File: src/rtl/aline_seq_pkg.sv
// Shared state encoding and default timing constants for the A-line sequencer.
// Pure declarations: no latency, no backpressure.
package aline_seq_pkg;

    typedef enum logic [2:0] {
        ST_IDLE,
        ST_LOAD,
        ST_WAIT,
        ST_FIRE,
        ST_ACQ,
        ST_NEXT
    } state_e;

    localparam int DEF_SETTLE_CYC = 8;
    localparam int DEF_PULSE_CYC  = 32;
    localparam int DEF_ACQ_CYC    = 2000;

endpackage

File: src/rtl/pulse_serializer.sv
// MSB-first transmit pattern shifter; bit 31 is visible the cycle after load.
// Shifts one bit per shift_en cycle with no backpressure; last flags bit PULSE_CYC-1.
module pulse_serializer
    import aline_seq_pkg::*;
#(
    parameter int PULSE_CYC = DEF_PULSE_CYC
) (
    input  logic        clk,
    input  logic        rst,
    input  logic        load,
    input  logic        shift_en,
    input  logic [31:0] pulse_shape,
    output logic        tx_bit,
    output logic        last
);

    logic [31:0] shreg_q;
    logic [5:0]  bit_cnt_q;

    always_ff @(posedge clk) begin
        if (rst) begin
            shreg_q   <= '0;
            bit_cnt_q <= '0;
        end else if (load) begin
            shreg_q   <= pulse_shape;
            bit_cnt_q <= '0;
        end else if (shift_en) begin
            shreg_q   <= {shreg_q[30:0], 1'b0};
            bit_cnt_q <= bit_cnt_q + 6'd1;
        end
    end

    assign tx_bit = shreg_q[31];
    assign last   = (bit_cnt_q == 6'(PULSE_CYC - 1));

endmodule

File: src/rtl/aline_sequencer.sv
// Frame controller: LOAD -> WAIT -> FIRE -> ACQ -> NEXT per A-line, all outputs registered (Moore).
// Per-line cost 1+SETTLE+PULSE+ACQ+1 cycles; abort or config intake kills the frame on the next edge.
module aline_sequencer
    import aline_seq_pkg::*;
#(
    parameter int ALINE_W    = 4,
    parameter int SETTLE_CYC = DEF_SETTLE_CYC,
    parameter int PULSE_CYC  = DEF_PULSE_CYC,
    parameter int ACQ_CYC    = DEF_ACQ_CYC
) (
    input  logic               clk,
    input  logic               rst,
    input  logic               start,
    input  logic               abort,
    input  logic [ALINE_W:0]   num_alines,
    input  logic               intaking_configs,
    input  logic               updating_delays,
    input  logic [31:0]        pulse_shape,
    output logic [ALINE_W-1:0] which_aline,
    output logic               rd_en,
    output logic               tx_bit,
    output logic               tx_active,
    output logic               acq_en,
    output logic               busy,
    output logic               aline_done,
    output logic               frame_done,
    output logic               cfg_err
);

    localparam logic [ALINE_W:0] MAX_LINES = {1'b1, {ALINE_W{1'b0}}};

    state_e             state_q, state_d;
    logic [ALINE_W-1:0] idx_q, idx_d;
    logic [ALINE_W:0]   count_q, count_d;
    logic [15:0]        settle_q, settle_d;
    logic [15:0]        acq_q, acq_d;
    logic               intake_prev_q;
    logic               rd_en_q, tx_active_q, acq_en_q, busy_q;
    logic               aline_done_q, frame_done_q, frame_done_d;
    logic               cfg_err_q, cfg_err_d;

    logic               intake_rise, kill, last_line;
    logic [ALINE_W:0]   num_clamped;
    logic               ser_bit, ser_last, ser_load, ser_shift;

    assign intake_rise = intaking_configs & ~intake_prev_q;
    assign kill        = abort | (intake_rise & (state_q != ST_IDLE));
    assign last_line   = (({1'b0, idx_q} + (ALINE_W+1)'(1)) == count_q);
    assign num_clamped = (num_alines > MAX_LINES) ? MAX_LINES : num_alines;

    always_comb begin
        state_d      = state_q;
        idx_d        = idx_q;
        count_d      = count_q;
        settle_d     = '0;
        acq_d        = '0;
        frame_done_d = 1'b0;
        cfg_err_d    = intake_rise & (state_q != ST_IDLE);
        if (kill) begin
            state_d = ST_IDLE;
            idx_d   = '0;
        end else begin
            case (state_q)
                ST_IDLE: begin
                    if (start && !intaking_configs) begin
                        idx_d   = '0;
                        count_d = num_clamped;
                        if (num_clamped == '0) frame_done_d = 1'b1;
                        else                   state_d      = ST_LOAD;
                    end
                end
                ST_LOAD: state_d = ST_WAIT;
                ST_WAIT: begin
                    // any delay rewrite restarts the quiet period from zero
                    if (updating_delays)                          settle_d = '0;
                    else if (settle_q == 16'(SETTLE_CYC - 1))     state_d  = ST_FIRE;
                    else                                          settle_d = settle_q + 16'd1;
                end
                ST_FIRE: begin
                    if (ser_last) state_d = ST_ACQ;
                end
                ST_ACQ: begin
                    if (acq_q == 16'(ACQ_CYC - 1)) begin
                        state_d      = ST_NEXT;
                        frame_done_d = last_line;
                    end else begin
                        acq_d = acq_q + 16'd1;
                    end
                end
                ST_NEXT: begin
                    if (last_line) begin
                        state_d = ST_IDLE;
                        idx_d   = '0;
                    end else begin
                        state_d = ST_LOAD;
                        idx_d   = idx_q + ALINE_W'(1);
                    end
                end
                default: state_d = ST_IDLE;
            endcase
        end
    end

    assign ser_load  = (state_q == ST_WAIT) && (state_d == ST_FIRE);
    assign ser_shift = (state_q == ST_FIRE);

    always_ff @(posedge clk) begin
        if (rst) begin
            state_q       <= ST_IDLE;
            idx_q         <= '0;
            count_q       <= '0;
            settle_q      <= '0;
            acq_q         <= '0;
            intake_prev_q <= 1'b0;
            rd_en_q       <= 1'b0;
            tx_active_q   <= 1'b0;
            acq_en_q      <= 1'b0;
            busy_q        <= 1'b0;
            aline_done_q  <= 1'b0;
            frame_done_q  <= 1'b0;
            cfg_err_q     <= 1'b0;
        end else begin
            state_q       <= state_d;
            idx_q         <= idx_d;
            count_q       <= count_d;
            settle_q      <= settle_d;
            acq_q         <= acq_d;
            intake_prev_q <= intaking_configs;
            rd_en_q       <= (state_d == ST_LOAD);
            tx_active_q   <= (state_d == ST_FIRE);
            acq_en_q      <= (state_d == ST_ACQ);
            busy_q        <= (state_d != ST_IDLE);
            aline_done_q  <= (state_d == ST_NEXT);
            frame_done_q  <= frame_done_d;
            cfg_err_q     <= cfg_err_d;
        end
    end

    pulse_serializer #(
        .PULSE_CYC (PULSE_CYC)
    ) u_ser (
        .clk         (clk),
        .rst         (rst),
        .load        (ser_load),
        .shift_en    (ser_shift),
        .pulse_shape (pulse_shape),
        .tx_bit      (ser_bit),
        .last        (ser_last)
    );

    // the shifter keeps stale bits after a kill; gate so tx_bit is 0 outside FIRE
    assign tx_bit      = ser_bit & tx_active_q;
    assign which_aline = idx_q;
    assign rd_en       = rd_en_q;
    assign tx_active   = tx_active_q;
    assign acq_en      = acq_en_q;
    assign busy        = busy_q;
    assign aline_done  = aline_done_q;
    assign frame_done  = frame_done_q;
    assign cfg_err     = cfg_err_q;

endmodule

File: config.mk
export PLATFORM = sky130hd
export DESIGN_NAME = aline_sequencer
export DESIGN_NICKNAME = d
export VERILOG_FILES = /design/src/rtl/aline_seq_pkg.sv /design/src/rtl/pulse_serializer.sv /design/src/rtl/aline_sequencer.sv
export SDC_FILE = /design/constraint.sdc
export NUM_CORES = 1
export LEC_CHECK = 0
export CAP_MARGIN = 20
export CORE_MARGIN = 2
export CORE_UTILIZATION = 45
export CTS_CLUSTER_DIAMETER = 30
export DETAILED_ROUTE_END_ITERATION = 6
export HOLD_SLACK_MARGIN = 0.05
export PLACE_DENSITY = 0.78
export SLEW_MARGIN = 5
export SYNTH_ARGS = -nofsm -noshare
export SYNTH_HDL_FRONTEND = slang
export SYNTH_HIERARCHICAL = 1
export SYNTH_SLANG_ARGS = --single-unit
File: constraint.sdc
create_clock -name clk -period 6 [get_ports clk]
set_input_delay 0.6 -clock clk [delete_from_list [all_inputs] [get_ports clk]]
set_output_delay 0.6 -clock clk [all_outputs]
set_load 0.05 [all_outputs]
==> impl_summary.txt <==
----------------------------------------------------
[Worst setup path]
  Kind of capture point of the worst setup path ... flop
  Setup slack of the worst register-to-register path ... 3.39 ns
  Reg2reg end ... u_ser/bit_cnt_q[2]
  Worst setup startpoint ... num_alines[2]
  Logic depth of the worst register-to-register path ... 9
  Data required, critical path ... 6.30 ns
  Beginning of the worst register-to-register path ... settle_q[0]
  CP arrival ... 3.03 ns
  Kind of start point of the critical path ... input port
  Critical-path maximum fanout ... 34
  Worst setup path end ... u_ser/bit_cnt_q[5]
  Critical path start-end classification ... input port to flop

[Global routing]
  Pin count of the biggest net entering global routing ... 44
  Vias in the first global route ... 3,066
  Total congestion overflow ... 0
  First-pass GRT wire length ... 13,600 um
  Initial antenna violation count ... 0
  Global-route usage over all layers ... 0.168

[Synth]
  Syn nets ... 486
  Predominant post-synthesis flop cell ... dfxtp_1
  Cell count after synthesis ... 439
  Register area share after synthesis ... 0.430
  Number of warnings reported in the yosys synthesis log ... 6
  Netlist cell types ... 52
  Number of synthesized flops with an enable pin ... 0
  Async S/R FF share, synth ... 0
  Synthesis-stage register bit count ... 90
  Mean area per synthesized cell ... 9.54 um^2
  Mapped Area ... 4190 um^2

[Timing]
  Worst Hold Slack ... 0.452 ns
  Shortest period the worst path allows ... 2.73 ns
  Setup violators final ... 0
  Max Slew Vio Count ... 0
  Clock tree skew after final layout ... 0.00824 ns
  Setup repair after global routing missed its margin ... false
  Max-slew headroom ... 0.331
  Highest clock frequency the design can meet ... 366 MHz
  Slew @ Worst Pin ... 0.997 ns
  Total count of hold-check failures in the final report ... 0
  Final worst path period share ... 0.456
  Total Negative Setup Slacks ... 0 ns

[Pwr]
  Cell Pwr Density ... 216 nW/um^2
  Post-route total power ... 1080 uW
  Leak ... 0.00177 uW
  Peak VDD IR ... 102 uV

[Hold path]
  Kind of path behind the tightest hold check ... flop to flop

[CTS]
  CTS sink cnt ... 90
  Number of buffers inserted to repair setup after CTS ... 0
  Deepest level of the CTS H-tree ... 3
  Buffer depth of the longest clock path ... 2
  CTS Hold Bufs ... 0
  CTS tree ... yes
  Clk slew on worst S/H paths ... 0.09 ns
  Root Buffer ... clkbuf_8
  Number of gates resized after cts ... 0
  Clk Latency, worst-skew pair ... 0.37 ns
  Number of buffers created by CTS ... 9

[Final layout]
  Diodes inserted ... 0
  Synth-to-layout area growth ... 19.0%
  Net count, final ... 535
  Most frequent cells in the layout ... dfxtp_1 (90), nor2_1 (79), clkdlybuf4s50_1 (54)
  Fraction of final layout cells with drive strength greater than 1 ... 0.114
  Fillers ... 827
  Most common cell after layout, fill and taps aside ... dfxtp_1
  Final standard cell area without fillers ... 4980 um^2

[Run]
  Max-cap check violation count ... 0

[Place]
  Port Buffer Count ... 54
  Routability congestion estimate ... 0.775
  HPWL after DPL ... 5730 um
  Post-detailed-placement cell area ... 4780 um^2

[Drt]
  Final routed wire length divided by cell count ... 13.5 um
  Initial DRC count ... 102
  Via density per instance ... 5.23
  Routed wire length ... 8170 um
  DRC violations left ... 0
  Final antenna-violating net count ... 0
  Router iterations before antenna repair ... 4
  Number of vias in the routed layout ... 3,159

[Floorplan]
  Die ar. ... 10,100 um^2
  Count of boundary I/O pins ... 55
  Effective utilization at floorplan ... 0.457
  Die Y-Extent ... 100 um
  Die Width ... 100 um
  Placeable Area ... 9150 um^2
  Num rows ... 35

[Status]
  Run status ... complete, no violations

----------------------------------------------------
synth_stat cells (2+ instances only):
cell type	instances	area (um^2)
ha_1	4	50.1
nor3_1	7	35.0
nand2_1	23	86.3
and4_1	6	52.6
nor3b_1	4	30.0
mux2_2	24	270
xnor2_1	19	166
dfxtp_1	90	1800
inv_1	7	26.3
nand4_1	7	43.8
o21ai_0	8	40.0
nand3b_1	5	37.5
buf_6	5	56.3
mux2_1	7	78.8
a21oi_1	13	65.1
nor2b_1	3	18.8
nand3_1	14	70.1
buf_2	7	35.0
xor2_1	19	166
nand2b_1	2	12.5
and2_1	3	18.8
and3b_1	2	17.5
clkbuf_1	6	22.5
and3_1	8	50.1
nor2_2	2	12.5
or3_1	2	12.5
mux2i_1	32	320
nor4_1	3	18.8
o21ai_1	3	15.0
o2111ai_1	4	35.0
nor2_1	79	297
through the flow:
step | worst slack, ns | instances | utilization
finish | 3.27 | 604 | 0.544
CTS | 3.28 | 604 | 0.544
detailed placement | 2.90 | 588 | 0.522
global route | 3.13 | 604 | 0.544
global placement | 2.95 | 588 | 0.522
floorplan | 3.46 | 439 | -
report_power, final:
| group | internal [uW] | total (uW) | switching [uW] |
|---|---|---|---|
| clock network | 205 | 425 | 220 |
| registers | 599 | 600 | 1.45 |
| logic | 30.7 | 52.4 | 21.7 |
| total | 834 | 1080 | 243 |
area by class of cell:
cell class | count | area (um^2) | area share
multi-input cells | 323 | 2250 | 0.451
flip-flops and latches | 90 | 1800 | 0.362
repair buffers | 57 | 563 | 0.113
well taps | 111 | 139 | 0.0279
clock buffers | 10 | 138 | 0.0276
clock inverters | 6 | 65.1 | 0.0131
inverters | 7 | 26.3 | 0.00528
per-layer routing:
layer | global-route usage | part of all wire | vias to the layer above
li1 | - | - | 1620
met1 | 0.197 | 0.45 | 1473
met2 | 0.288 | 0.49 | 49
met3 | 0.0388 | 0.029 | 17
met4 | 0.0822 | 0.028 | 0
met5 | 0 | 0 | -
cells by family after synthesis:
logic type      share of synthesized area
simple gates                        0.221
fa+ha+maj                          0.0120
buf+inv                            0.0353
compound gates                     0.0619
xor+xnor                           0.0795
mux                                 0.160
flops                               0.430
registers in the layout, indices dropped and copies added (netlist names), 3 cells and up:
| register | count |
|---|---|
| u_ser/shreg_q | 32 |
| acq_q | 16 |
| settle_q | 16 |
| u_ser/bit_cnt_q | 6 |
| count_q | 5 |
| which_aline | 4 |
| state_q | 3 |
worst max-delay path: stages:
cell	delay, ns
clkdlybuf4s50_1	0.43
or4_1	0.56
nor2_1	0.11
o21ai_1	0.11
nor2_2	0.28
a21oi_4	0.08
buf_4	0.30
or2_2	0.42
a21oi_1	0.13
how the worst min path moves through the flow:
stage             start  endpoint  slack, ns  cells past startpoint
6_report       acq_q[0]  acq_q[0]       0.45                      1
3_3_place_gp   acq_q[0]  acq_q[0]       0.42                      1
5_1_grt        acq_q[0]  acq_q[0]       0.47                      1
4_1_cts        acq_q[0]  acq_q[0]       0.46                      1
2_1_floorplan  acq_q[0]  acq_q[0]       0.41                      1
3_5_place_dp   acq_q[0]  acq_q[0]       0.44                      1
Power figures use the tool's default switching activity.
==> variant 1 (same flow settings) <==
Put one more register stage on the output `cfg_err`, with the module's reset. The value now appears one clock later. The other outputs are not delayed to match.
--- a/src/rtl/aline_sequencer.sv
+++ b/src/rtl/aline_sequencer.sv
@@ -157,7 +157,13 @@
     assign busy        = busy_q;
     assign aline_done  = aline_done_q;
     assign frame_done  = frame_done_q;
-    assign cfg_err     = cfg_err_q;
+    always_ff @(posedge clk) begin
+        if (rst) begin
+            cfg_err <= '0;
+        end else begin
+            cfg_err <= cfg_err_q;
+        end
+    end
 
 endmodule
 
Check against the original RTL: not equivalent (a bounded check fails within 4 cycles, from zero or initial values and one cycle with rst high).
==> variant 1 against the unedited design <==
  * First-iteration DRC count shrank 38%
  * Total power is 2.6% lower
  * Critical path depth unchanged
  * Count of clock-buffer cells in the layout rose by 1
  * Setup slack lost 390 ps
  * Via count down 1.6%
  * Synthesized area is 0.24% lower
  * Sequential cell count up 1
  * Worst hold slack worse by 1.4 ps
  * Clock skew is 9.9 ps higher
  * Routed wire length down 2.1%
  * Sequential share of layout area increased by 0.87 points
  * Final area down 1.3%
  * Largest cell class unchanged
  * Highest routed layer unchanged
==> variant 1: results (changes against the unedited design) <==
Drt first-iter violations - 63 (was 102)
Synth area leaders - dfxtp_1 (44%), mux2i_1 (7.7%), nor2_1 (6.5%) (was dfxtp_1 (43%), mux2i_1 (7.7%), nor2_1 (7.1%))
DP HPWL - 5.76 mm (was 5.73 mm)
Sequential element share of the synthesized area - 43.6% (was 43.0%)
Clock-pin slew on the worst setup and hold paths - 100 ps
Lkg Pwr - 0.00171 uW (was 0.00177 uW)
M1 wire length - 3.62 mm (was 3.71 mm)
DR WL met3 - 223 microns (was 238 microns)
Final Hold Violating Endpoints - 0 (unchanged)
GP Congestion - 0.819 (was 0.775)
Initial antenna violation count - 0 (unchanged)
Drt first pass iters - 4 (unchanged)
Post-synth EDFFs - 0 (unchanged)
Startpoint Class - flip-flop (was primary input)
Root Buffer Master - clkbuf_8 (unchanged)
First-pass GRT wire length - 13.4 mm (was 13.6 mm)
H-tree Lvls - 3 (unchanged)
Post-CTS Setup Bufs - 0 (unchanged)
Crit. End Element - flip-flop (unchanged)
Netlist cell types - 53 (was 52)
Synth warn - 6 (unchanged)
Largest net degree at the start of global routing - 44 (unchanged)
RR Endpoint - u_ser/shreg_q[5]$_SDFFE_PP0P_ (was u_ser/bit_cnt_q[2]$_SDFFE_PP0P_)
Clock Path Buffers - 2 (unchanged)
Nets - 534 (was 535)
Worst min path class - reg -> reg (unchanged)
Max layer used - met4 (unchanged)
Gr usage total - 16.5% (was 16.8%)
WL met2 - 3.97 mm (was 3.99 mm)
Worst-Skew Late Latency - 360 ps
Critical path arrival - 3370 ps (was 3030 ps)
Max IR drop VDD - 0.000131 V (was 0.000102 V)
CTS resizes - 0 (unchanged)
Final setup viols - 0 (unchanged)
Ys flop type - dfxtp_1 (unchanged)
Top flop regs - u_ser/shreg_q (32), acq_q (16), settle_q (16) (unchanged)
Reg2reg path depth - 9 (unchanged)
Synth cell count leaders - dfxtp_1 (91), nor2_1 (72), mux2i_1 (32), nand2_1 (29), mux2_2 (24) (was dfxtp_1 (90), nor2_1 (79), mux2i_1 (32), mux2_2 (24), nand2_1 (23))
CTS Buf Count - 9 (unchanged)
I/O Buffers - 54 (unchanged)
Layout cells sized above 1 - 12.0% (was 11.4%)
Net count after synthesis - 488 (was 486)
Largest fanout on the critical path - 38 (was 34)
Ant diodes - 0 (unchanged)
Asr flop ratio synth - 0% (unchanged)
DRT Wirelength - 8.00 mm (was 8.17 mm)
Vias - 3109 (was 3159)
Post-route setup slack - 2880 ps (was 3270 ps)
Clock skew - 18.2 ps (was 8.24 ps)
Launch point of the worst reg-to-reg path - state_q[2]$_SDFF_PP0_ (was settle_q[0]$_SDFF_PP0_)
Fill cell count - 836 (was 827)
Worst slack, placed - 2520 ps (was 2900 ps)
Status - finished clean (unchanged)
Max_slew headroom - 30.6% (was 33.1%)
## variant 1: worst min-delay path by stage
| stage | slack [ps] | endpoint | cells past startpoint | startpoint |
|---|---|---|---|---|
| finish | 450 | cfg_err$_SDFF_PP0_ | 1 | cfg_err_q$_SDFF_PP0_ |
| global route | 470 | cfg_err$_SDFF_PP0_ | 1 | cfg_err_q$_SDFF_PP0_ |
| CTS | 460 | cfg_err$_SDFF_PP0_ | 1 | cfg_err_q$_SDFF_PP0_ |
| detailed placement | 440 | cfg_err$_SDFF_PP0_ | 1 | cfg_err_q$_SDFF_PP0_ |
| global placement | 420 | cfg_err$_SDFF_PP0_ | 1 | cfg_err_q$_SDFF_PP0_ |
| floorplan | 410 | cfg_err$_SDFF_PP0_ | 1 | cfg_err_q$_SDFF_PP0_ |
## variant 1: area by class of cell
cell class,instances,share of cell area (%)
multi-input cells,324,44.7
inverters,5,0.382
clock inverters,5,0.865
well taps,111,2.82
clock buffers,11,2.87
repair buffers,56,11.3
flip-flops and latches,91,37.0
## variant 1: power by group
part | internal (uW) | leakage (uW) | total, uW | switching [uW]
sequential | 606 | 0.000733 | 607 | 1.70
combinational | 31.9 | 0.000887 | 53.6 | 21.8
clock | 167 | 0.0000909 | 388 | 221
total | 805 | 0.00171 | 1050 | 244
## variant 1: critical path: stages, from the launching register on
cell and delay, ps:
dfxtp_1 390, nand2b_1 280, nor2_4 820, a2bb2oi_1 170, o41ai_1 120, a221oi_2 130, nor4_2 260, buf_4 500
mux2i_1 270, nor2_1 60
## variant 1: stage by stage
step | instance area (sq um) | total power (uW) | utilization (%) | cells
floorplan | 4180 | 641 | - | 441
detailed placement | 4730 | 676 | 52.0 | 587
finish | 4920 | 1050 | 54.0 | 603
CTS | 4920 | 1060 | 54.0 | 603
global route | 4920 | 1090 | 54.0 | 603
global placement | 4730 | 675 | 52.0 | 587
## variant 1: per-layer routing
| layer | vias up | track usage, % |
|---|---|---|
| li1 | 1605 | - |
| met1 | 1443 | 19.3 |
| met2 | 48 | 28.7 |
| met3 | 13 | 3.76 |
| met4 | 0 | 7.59 |
| met5 | - | 0 |
## variant 1: logic make-up (layout without fill, tap and decap cells)
logic type | after synthesis | after routing | share of synthesized area (%)
mux | 63 | 63 | 16.0
flops | 91 | 91 | 43.6
compound gates | 38 | 38 | 5.96
fa+ha+maj | 4 | 4 | 1.20
buf+inv | 26 | 77 | 4.04
xor+xnor | 33 | 33 | 6.92
simple gates | 186 | 186 | 22.2
==> variant 2 (config.mk and constraints unchanged) <==
Without the edit above. Change the parameter `ALINE_W` from 4 to 6.
--- a/src/rtl/aline_sequencer.sv
+++ b/src/rtl/aline_sequencer.sv
@@ -3,7 +3,7 @@
 module aline_sequencer
     import aline_seq_pkg::*;
 #(
-    parameter int ALINE_W    = 4,
+    parameter int ALINE_W    = 6,
     parameter int SETTLE_CYC = DEF_SETTLE_CYC,
     parameter int PULSE_CYC  = DEF_PULSE_CYC,
     parameter int ACQ_CYC    = DEF_ACQ_CYC
Ports: changed (resized num_alines and which_aline); port bits go from 55 to 59. No check against the original RTL was run, so the function may have changed too.
==> variant 2 against the unedited design <==
  * Die area rose by 5.2%
  * Fmax fell by 15%
  * Synthesized cell count up 5.2%
  * Synthesized area grew 5.4%
  * Sequential cell count increased by 4
  * Largest cell class unchanged
  * Total power grew 1.3%
  * Largest power group unchanged
  * Routed wire length rose by 4.1%
  * Clock power is 4.9% lower
  * Combinational power grew 13%
  * Count of clock-buffer cells in the layout decreased by 1
  * Final area up 4.7%
  * Critical path depth grew 1
  * Setup slack worse by 470 ps
==> variant 2: results (changes against the unedited design) <==
Layout cells sized above 1 - 12.3% (was 11.4%)
DRT Wirelength - 8.50 mm (was 8.17 mm)
Worst hold slack - 461 ps (was 452 ps)
H-tree Lvls - 3 (unchanged)
I/O Buffers - 58 (was 54)
Clock-pin slew on the worst setup and hold paths - 100 ps
Ant diodes - 0 (unchanged)
Worst-Skew Late Latency - 360 ps
Worst R2R Setup Slack - 3020 ps (was 3390 ps)
Gr usage total - 16.7% (was 16.8%)
Worst min path class - reg -> reg (unchanged)
Clock skew - 14.9 ps (was 8.24 ps)
Worst slack, placed - 2530 ps (was 2900 ps)
DP HPWL - 5.97 mm (was 5.73 mm)
Post-synth EDFFs - 0 (unchanged)
Netlist cell types - 59 (was 52)
Synth cell count leaders - dfxtp_1 (94), nor2_1 (85), mux2i_1 (32), mux2_2 (25), xor2_1 (23) (was dfxtp_1 (90), nor2_1 (79), mux2i_1 (32), mux2_2 (24), nand2_1 (23))
Largest fanout on the critical path - 34 (unchanged)
Asr flop ratio synth - 0% (unchanged)
Avg Cell Area, Syn - 9.55 sq um (was 9.54 sq um)
GP Congestion - 0.837 (was 0.775)
Drt first pass iters - 4 (unchanged)
CTS Buf Count - 9 (unchanged)
Slowest cell on crit path - or4_1 (unchanged)
Cells after DPL - 630 (was 588)
Nets - 557 (was 535)
Via/cell ratio - 5.13 (was 5.23)
First-pass GRT wire length - 14.2 mm (was 13.6 mm)
Drt wl/cell - 13.2 microns (was 13.5 microns)
Synth warn - 6 (unchanged)
Root Buffer Master - clkbuf_8 (unchanged)
Sequential element share of the synthesized area - 42.6% (was 43.0%)
Synth area leaders - dfxtp_1 (43%), mux2i_1 (7.3%), nor2_1 (7.2%) (was dfxtp_1 (43%), mux2i_1 (7.7%), nor2_1 (7.1%))
Least-Margin Pin Slew - 1020 ps (was 997 ps)
Top delay family on crit path - simple AND/OR/NAND/NOR gates (unchanged)
Net count after synthesis - 511 (was 486)
Post-CTS Setup Bufs - 0 (unchanged)
Critical path arrival - 3490 ps (was 3030 ps)
Status - finished clean (unchanged)
Max IR drop VDD - 0.0000948 V (was 0.000102 V)
Largest net degree at the start of global routing - 45 (was 44)
Initial antenna violation count - 0 (unchanged)
Vias in the first global route - 3246 (was 3066)
Dpl cell area - 5020 sq um (was 4780 sq um)
CTS resizes - 0 (unchanged)
Lkg Pwr - 0.00179 uW (was 0.00177 uW)
CP peak stage delay - 510 ps (was 560 ps)
Top flop regs - u_ser/shreg_q (32), acq_q (16), settle_q (16) (unchanged)
Drt first-iter violations - 145 (was 102)
==> variant 2: area by class of cell <==
cell class	count	area (sq um)
clock buffer	9	124
clock inverter	7	65.1
fill	888	4430
inverter	7	26.3
multi-input combinational	336	2350
sequential	94	1880
tap	133	166
timing repair buffer	60	596
==> variant 2: metal layers <==
metal | track usage [%] | share of wire, % | wire length [microns]
met1 | 20.1 | 46 | 3880
met2 | 29.2 | 50 | 4220
met3 | 3.66 | 3.4 | 285
met4 | 6.07 | 1.3 | 112
met5 | 0 | 0 | 0
==> variant 2: cells by family (layout without fill, tap and decap cells) <==
family	Yosys count	in the layout	share of synthesized area, %
adders and majority gates	4	4	1.13
and+or+nand+nor	187	187	21.8
AOI/OAI and AO/OA	39	39	6.41
DFF	94	94	42.6
muxes	64	64	15.4
xor gates and xnor gates	42	42	8.33
buffers and inverters	32	83	4.31
==> variant 2: worst paths after layout <==
| kind | startpoint | end | depth (start not counted) |
|---|---|---|---|
| hold / removal | acq_q[0]$_SDFF_PP0_ | acq_q[0]$_SDFF_PP0_ | 1 |
| setup / recovery | num_alines[3] | u_ser/bit_cnt_q[5]$_SDFFE_PP0P_ | 10 |
| setup reg to reg | which_aline[2]$_SDFFE_PP0P_ | u_ser/bit_cnt_q[5]$_SDFFE_PP0P_ | 9 |
| hold reg to reg | acq_q[0]$_SDFF_PP0_ | acq_q[0]$_SDFF_PP0_ | 1 |
==> variant 2: report_power, final <==
group	switching, uW	internal, uW
registers	2.06	626
logic	24.0	35.0
clock network	243	161
